### config.mk
export PLATFORM = sky130hd
export DESIGN_NAME = sequence_playback_ctrl
export DESIGN_NICKNAME = d
export VERILOG_FILES = /design/src/rtl/sequence_playback_ctrl.sv
export SDC_FILE = /design/constraint.sdc
export NUM_CORES = 1
export LEC_CHECK = 0
export ABC_AREA = 1
export CORE_MARGIN = 5
export CORE_UTILIZATION = 60
export DETAILED_ROUTE_END_ITERATION = 8
export DONT_BUFFER_PORTS = 1
export PLACE_DENSITY = 0.76
export SLEW_MARGIN = 30
export SYNTH_ARGS = -nofsm -noshare
export SYNTH_HDL_FRONTEND = slang
export SYNTH_SLANG_ARGS = --single-unit
### constraint.sdc
create_clock -name clock -period 2.4 [get_ports clock]
set_input_delay 0.12 -clock clock [delete_from_list [all_inputs] [get_ports clock]]
set_output_delay 0.12 -clock clock [all_outputs]
set_load 0.01 [all_outputs]
### src/rtl/sequence_playback_ctrl.sv
// sequence_playback_ctrl
// Paints the board at power-up. Then, on start, fills a sequence buffer from a
// free-running LFSR and plays it back. Each step flashes a tile, holds it,
// restores its base colour and waits a gap. The LOAD/DRAW strobes drive the
// existing tile datapath.
// Optional build macro SEQ_REPLAY_EN adds a `replay` input. It replays the
// stored sequence without regenerating it.
// The first clock edge after resetn deasserts arms the controller. The strobes
// therefore stay low while reset is held, and the first ld_tile pulse follows
// that arming edge.
module sequence_playback_ctrl #(
    parameter  int NUM_TILES    = 4,
    parameter  int MAX_SEQ      = 16,
    parameter  int TILE_PIX     = 64,
    parameter  int FLASH_CYCLES = 25000000,
    parameter  int GAP_CYCLES   = 12500000,
    localparam int TW = (NUM_TILES > 1) ? $clog2(NUM_TILES) : 1,
    localparam int SW = $clog2(MAX_SEQ + 1),
    localparam int PW = (TILE_PIX > 1) ? $clog2(TILE_PIX) : 1
) (
    input  logic          clock,
    input  logic          resetn,
    input  logic          start,
`ifdef SEQ_REPLAY_EN
    input  logic          replay,
`endif
    input  logic [SW-1:0] seq_len,
    output logic [TW-1:0] tile_num,
    output logic          ld_tile,
    output logic          ld_flash,
    output logic          ld_restore,
    output logic          write_en,
    output logic [PW-1:0] pix_count,
    output logic [SW-1:0] seq_index,
    output logic          busy,
    output logic          done
);

    localparam int IW = (MAX_SEQ > 1) ? $clog2(MAX_SEQ) : 1;
    localparam int HW = (FLASH_CYCLES > 1) ? $clog2(FLASH_CYCLES) : 1;
    localparam int GW = (GAP_CYCLES > 1) ? $clog2(GAP_CYCLES) : 1;

    localparam logic [3:0] BOOT_LOAD = 4'd0;
    localparam logic [3:0] BOOT_DRAW = 4'd1;
    localparam logic [3:0] IDLE      = 4'd2;
    localparam logic [3:0] GEN       = 4'd3;
    localparam logic [3:0] PB_LOAD_F = 4'd4;
    localparam logic [3:0] PB_DRAW_F = 4'd5;
    localparam logic [3:0] PB_HOLD   = 4'd6;
    localparam logic [3:0] PB_LOAD_R = 4'd7;
    localparam logic [3:0] PB_DRAW_R = 4'd8;
    localparam logic [3:0] PB_GAP    = 4'd9;
    localparam logic [3:0] DONE      = 4'd10;

    logic [3:0]    state_q, state_d;
    logic          armed_q, armed_d;
    logic [TW-1:0] tile_q, tile_d;
    logic [PW-1:0] pix_q, pix_d;
    logic [SW-1:0] seq_idx_q, seq_idx_d;
    logic [SW-1:0] len_q, len_d;
    logic [HW-1:0] hold_q, hold_d;
    logic [GW-1:0] gap_q, gap_d;
    logic [15:0]   lfsr_q, lfsr_d;
    logic [TW-1:0] seq_buf_q [MAX_SEQ];
    logic          buf_we;

    logic [TW-1:0] lfsr_low;
    logic [TW-1:0] gen_val;
    logic [SW-1:0] req_len;
    logic [SW-1:0] next_idx;
    logic          pix_last;
    logic          step_last;

    // Derived values: the tile index reduced into range, the clamped length and step bookkeeping.
    always_comb begin
        lfsr_low  = lfsr_q[TW-1:0];
        gen_val   = ({1'b0, lfsr_low} >= (TW+1)'(NUM_TILES)) ? lfsr_low - TW'(NUM_TILES) : lfsr_low;
        req_len   = (seq_len > SW'(MAX_SEQ)) ? SW'(MAX_SEQ) : seq_len;
        next_idx  = seq_idx_q + SW'(1);
        pix_last  = (pix_q == PW'(TILE_PIX - 1));
        step_last = (seq_idx_q == len_q - SW'(1));
        // Fibonacci LFSR, taps 16,14,13,11, shifting toward bit 0.
        lfsr_d    = {lfsr_q[0] ^ lfsr_q[2] ^ lfsr_q[3] ^ lfsr_q[5], lfsr_q[15:1]};
    end

    // Next-state and counter logic for boot paint, generation and playback.
    always_comb begin
        // NOTE: every signal gets a default first, so no path through the case can infer a latch.
        state_d   = state_q;
        armed_d   = 1'b1;
        tile_d    = tile_q;
        pix_d     = '0;
        seq_idx_d = seq_idx_q;
        len_d     = len_q;
        hold_d    = '0;
        gap_d     = '0;
        buf_we    = 1'b0;
        case (state_q)
            BOOT_LOAD: if (armed_q) state_d = BOOT_DRAW;
            BOOT_DRAW: begin
                pix_d = pix_q + PW'(1);
                if (pix_last) begin
                    pix_d = '0;
                    if (tile_q == TW'(NUM_TILES - 1)) begin
                        tile_d  = '0;
                        state_d = IDLE;
                    end else begin
                        tile_d  = tile_q + TW'(1);
                        state_d = BOOT_LOAD;
                    end
                end
            end
            IDLE: begin
                if (start) begin
                    len_d     = req_len;
                    seq_idx_d = '0;
                    state_d   = (req_len == '0) ? DONE : GEN;
                end
`ifdef SEQ_REPLAY_EN
                else if (replay && len_q != '0) begin
                    seq_idx_d = '0;
                    tile_d    = seq_buf_q[0];
                    state_d   = PB_LOAD_F;
                end
`endif
            end
            GEN: begin
                buf_we = 1'b1;
                if (step_last) begin
                    seq_idx_d = '0;
                    // When len is 1, entry 0 is being written this cycle, so bypass the buffer.
                    tile_d    = (seq_idx_q == '0) ? gen_val : seq_buf_q[0];
                    state_d   = PB_LOAD_F;
                end else begin
                    seq_idx_d = next_idx;
                end
            end
            PB_LOAD_F: state_d = PB_DRAW_F;
            PB_DRAW_F: begin
                pix_d = pix_q + PW'(1);
                if (pix_last) state_d = PB_HOLD;
            end
            PB_HOLD: begin
                hold_d = hold_q + HW'(1);
                if (hold_q == HW'(FLASH_CYCLES - 1)) begin
                    hold_d  = '0;
                    state_d = PB_LOAD_R;
                end
            end
            PB_LOAD_R: state_d = PB_DRAW_R;
            PB_DRAW_R: begin
                pix_d = pix_q + PW'(1);
                if (pix_last) state_d = PB_GAP;
            end
            PB_GAP: begin
                gap_d = gap_q + GW'(1);
                if (gap_q == GW'(GAP_CYCLES - 1)) begin
                    gap_d = '0;
                    if (step_last) begin
                        state_d = DONE;
                    end else begin
                        seq_idx_d = next_idx;
                        tile_d    = seq_buf_q[next_idx[IW-1:0]];
                        state_d   = PB_LOAD_F;
                    end
                end
            end
            DONE:    state_d = IDLE;
            default: state_d = BOOT_LOAD;
        endcase
    end

    // State and counter registers.
    always_ff @(posedge clock or negedge resetn) begin
        // NOTE: sequential state uses non-blocking assignments so all flops update together at the edge.
        if (!resetn) begin
            state_q   <= BOOT_LOAD;
            armed_q   <= 1'b0;
            tile_q    <= '0;
            pix_q     <= '0;
            seq_idx_q <= '0;
            len_q     <= '0;
            hold_q    <= '0;
            gap_q     <= '0;
            lfsr_q    <= 16'hACE1;
        end else begin
            state_q   <= state_d;
            armed_q   <= armed_d;
            tile_q    <= tile_d;
            pix_q     <= pix_d;
            seq_idx_q <= seq_idx_d;
            len_q     <= len_d;
            hold_q    <= hold_d;
            gap_q     <= gap_d;
            lfsr_q    <= lfsr_d;
        end
    end

    // Sequence buffer write port.
    always_ff @(posedge clock) begin
        // NOTE: the buffer has no reset. Every entry that is read is first written by GEN.
        if (buf_we) seq_buf_q[seq_idx_q[IW-1:0]] <= gen_val;
    end

    // Outputs are decoded from registered state only.
    always_comb begin
        tile_num   = tile_q;
        pix_count  = pix_q;
        seq_index  = seq_idx_q;
        ld_tile    = (state_q == BOOT_LOAD) && armed_q;
        ld_flash   = (state_q == PB_LOAD_F);
        ld_restore = (state_q == PB_LOAD_R);
        write_en   = (state_q == BOOT_DRAW) || (state_q == PB_DRAW_F) || (state_q == PB_DRAW_R);
        busy       = (state_q != IDLE);
        done       = (state_q == DONE);
    end

endmodule

==> results.yml <==
timing:
  setup_viol: 0
  rsz0062_at_grt: "false"
  finalCritPeriodShare_pct: 90.7
  relSlewSlack_pct: 61.6
  fmax_mhz: 459
  drv_slew: 0
  fin_setup_tns_ns: 0
  fin_crit_ns: 2.18
  worst_slew_pin_slew_ns: 0.576
  timing.hold.ws_ns: 0.243
  fin_skew_ns: 0.00935
  hold_viol: 0
critical_path:
  worstPathMaxFanout: 5
  critPathArrivalTime_ns: 2.62
  cp.required_ns: 2.84
  setup.worst_path.end_class: "flip-flop"
  start_kind: "flip-flop"
  path_class: "reg -> reg"
power_and_ir_drop:
  power_density_nw_per_um2: 861
  power_leakage_nw: 3.27
  vdd_drop_max_uv: 588
grt:
  grt_max_degree: 89
  antenna_found_initial: 0
  gr-total-overflow: 0
  grt_pass1_wl_um: 24300
  grt_usage_pct: 23.9
  grt_pass1_vias: 5169
synthesis:
  synth_cells: 786
  synth_top_flop_cell: "dfrtp_1"
  ys_types: 42
  synth-edff-count: 32
  yosys_warnings: 0
  async_flop_share_pct: 73.3
  yosysTopAreaCell: "dfrtp_1"
  yosysSeqAreaShare_pct: 49.9
  ys_seq_elements: 120
  syn_nets: 803
  yosysTopAreaCellShare_pct: 31.5
  yosys-top-cells-area: "dfrtp_1 31%, edfxtp_1 15%, nand2_1 12%, nor2_1 6.6%, inv_1 6.5%"
  synth_area_sq_um: 6360
  synth.avg_cell_area_sq_um: 8.09
clock_tree:
  root_buffer: "clkbuf_8"
  numCtsBuffers: 17
  cts_sinks: 120
  clk_latency_ns: 0.53
  tritoncts: "yes"
  cts_max_level: 4
  clockBufferDepth: 2
  clk_pin_slew_ns: 0.06
finish:
  multi_input_area_sq_um: 2680
  regArea_sq_um: 3170
  antennaDiodeCount: 0
  drive_above_1_share_pct: 11.7
  fill_cells: 821
  design_area_sq_um: 7240
  num-nets-final: 831
  area_delta_synth_final_pct: 13.8
drt:
  vias: 5130
  drt_iter0_markers: 473
  drc: 0
  vias_per_cell: 5.33
  dr.pass1.iters: 5
  drt_wl_total_um: 13900
  wl_per_cell_um: 14.4
  detail-route-antenna-nets: 0
placed_design:
  dp_hpwl_um: 9520
  globalplace.congestion: 0.894
  portBuffers: 0
  post_dp_cell_area_sq_um: 6510
status:
  outcome: "finished clean"
die:
  io_pins: 27
  dieArea_sq_um: 12800
  rows: 37
  core-area_sq_um: 10300
  fp.dieH_um: 113
  start_util_pct: 61.6
  die_w_um: 113
run:
  cap_viol_max_count: 0
worst_hold_path:
  hold_path_class: "in -> async"
-- worst max-delay path: stages, from the launching register on --
cell and delay (ns):
dfrtp_1 0.41, inv_1 0.10, nand2_1 0.17, nor2_4 0.20, inv_2 0.09, nor2_4 0.13, inv_1 0.08, nor2_2 0.18
nand2_1 0.09, dlygate4sd3_1 0.56, o21ai_0 0.07
-- per-layer routing --
metal	GRT usage (%)	up-vias	share of wire (%)
li1	-	2540	-
met5	0	-	0
met3	5.94	26	5.7
met1	30.5	2430	43
met2	39.7	134	50
met4	8.65	0	1.5
-- flip-flops by register name (all words and copies together) (netlist names) --
register   count
gap_q         24
armed_q        1
pix_count      6
seq_index      5
state_q        4
tile_num       2
seq_buf_q     32
lfsr_q        16
hold_q        25
len_q          5
-- cells in the mapped netlist, types with 4 or more instances --
| library cell | n |
|---|---|
| nand2_1 | 195 |
| nor2_1 | 112 |
| inv_1 | 110 |
| dfrtp_1 | 80 |
| nand3_1 | 72 |
| edfxtp_1 | 32 |
| a21oi_1 | 22 |
| o21ai_0 | 17 |
| xor2_1 | 17 |
| nor3_1 | 16 |
| nand4_1 | 11 |
| inv_2 | 10 |
| nor2_2 | 10 |
| ha_1 | 9 |
| dfstp_2 | 8 |
| nand2_2 | 7 |
| nor2_4 | 6 |
| nand3_2 | 5 |
| xnor2_1 | 5 |
| nand2_4 | 4 |
| nand3b_1 | 4 |
| o21ai_1 | 4 |
-- through the flow --
step	power [mW]	util [%]	setup WS, ns	std cells
2_1_floorplan	3.40	-	0.473	786
3_3_place_gp	3.66	63.1	0.486	918
3_5_place_dp	3.69	63.1	0.321	918
4_1_cts	6.24	70.1	0.234	963
5_1_grt	6.61	70.2	0.0258	963
6_report	6.24	70.2	0.223	963
-- cell usage in the layout, fill, tap and decap left out, drive strengths merged --
cell type	n
a211oi	1
a21o	1
a21oi	24
and3	2
buf	4
bufinv	2
clkbuf	17
clkinv	7
clkinvlp	3
conb	1
dfrtp	80
dfstp	8
dlygate4sd3	12
edfxtp	32
ha	9
inv	126
nand2	206
nand3	78
nand3b	4
nand4	11
nor2	130
nor3	17
nor4	1
o211ai	2
o21a	2
o21ai	24
o21bai	1
xnor2	5
xor2	17
-- power by group --
group | switching, mW | internal (mW)
logic | 0.969 | 0.456
registers | 0.134 | 2.20
clock network | 0.980 | 1.49
total | 2.08 | 4.15
-- cell type report --
| cell class | count | share of cell area (%) |
|---|---|---|
| Clock inverter | 15 | 2.30 |
| Multi-Input combinational cell | 536 | 37.0 |
| Tap cell | 136 | 2.35 |
| Clock buffer | 17 | 5.72 |
| Timing Repair Buffer | 16 | 2.35 |
| Sequential cell | 120 | 43.8 |
| Inverter | 123 | 6.48 |
-- cells by family after synthesis --
kind of cell	after synthesis	synth area share, %
DFF	120	49.9
xor gates and xnor gates	22	3.03
buffers and inverters	130	8.08
AOI/OAI and AO/OA	55	5.01
and+or+nand+nor	449	32.2
adders and majority gates	9	1.77
other	1	0.0589
-- final timing paths --
check,from,end,slack (ns),depth (start not counted)
max in group asynchronous,resetn,lfsr_q[6],1.82,2
min in group clock,lfsr_q[6],lfsr_q[5],0.35,0
worst max-delay path,state_q[0],len_q[0],0.22,10
worst max register to register,state_q[0],len_q[0],0.22,10
worst min-delay path,resetn,gap_q[2],0.24,2
worst min register to register,lfsr_q[6],lfsr_q[5],0.35,0
-- repair_timing --
| action | 4_1_cts | 5_1_grt |
|---|---|---|
| setup endpoints to repair | 0 | 3 |
| hold endpoints to repair | 95 | 0 |
| setup buffers | 0 | 0 |
| resized for setup | 0 | 1 |
| hold buffers | 13 | 0 |
(Power assumes the default switching activity.)
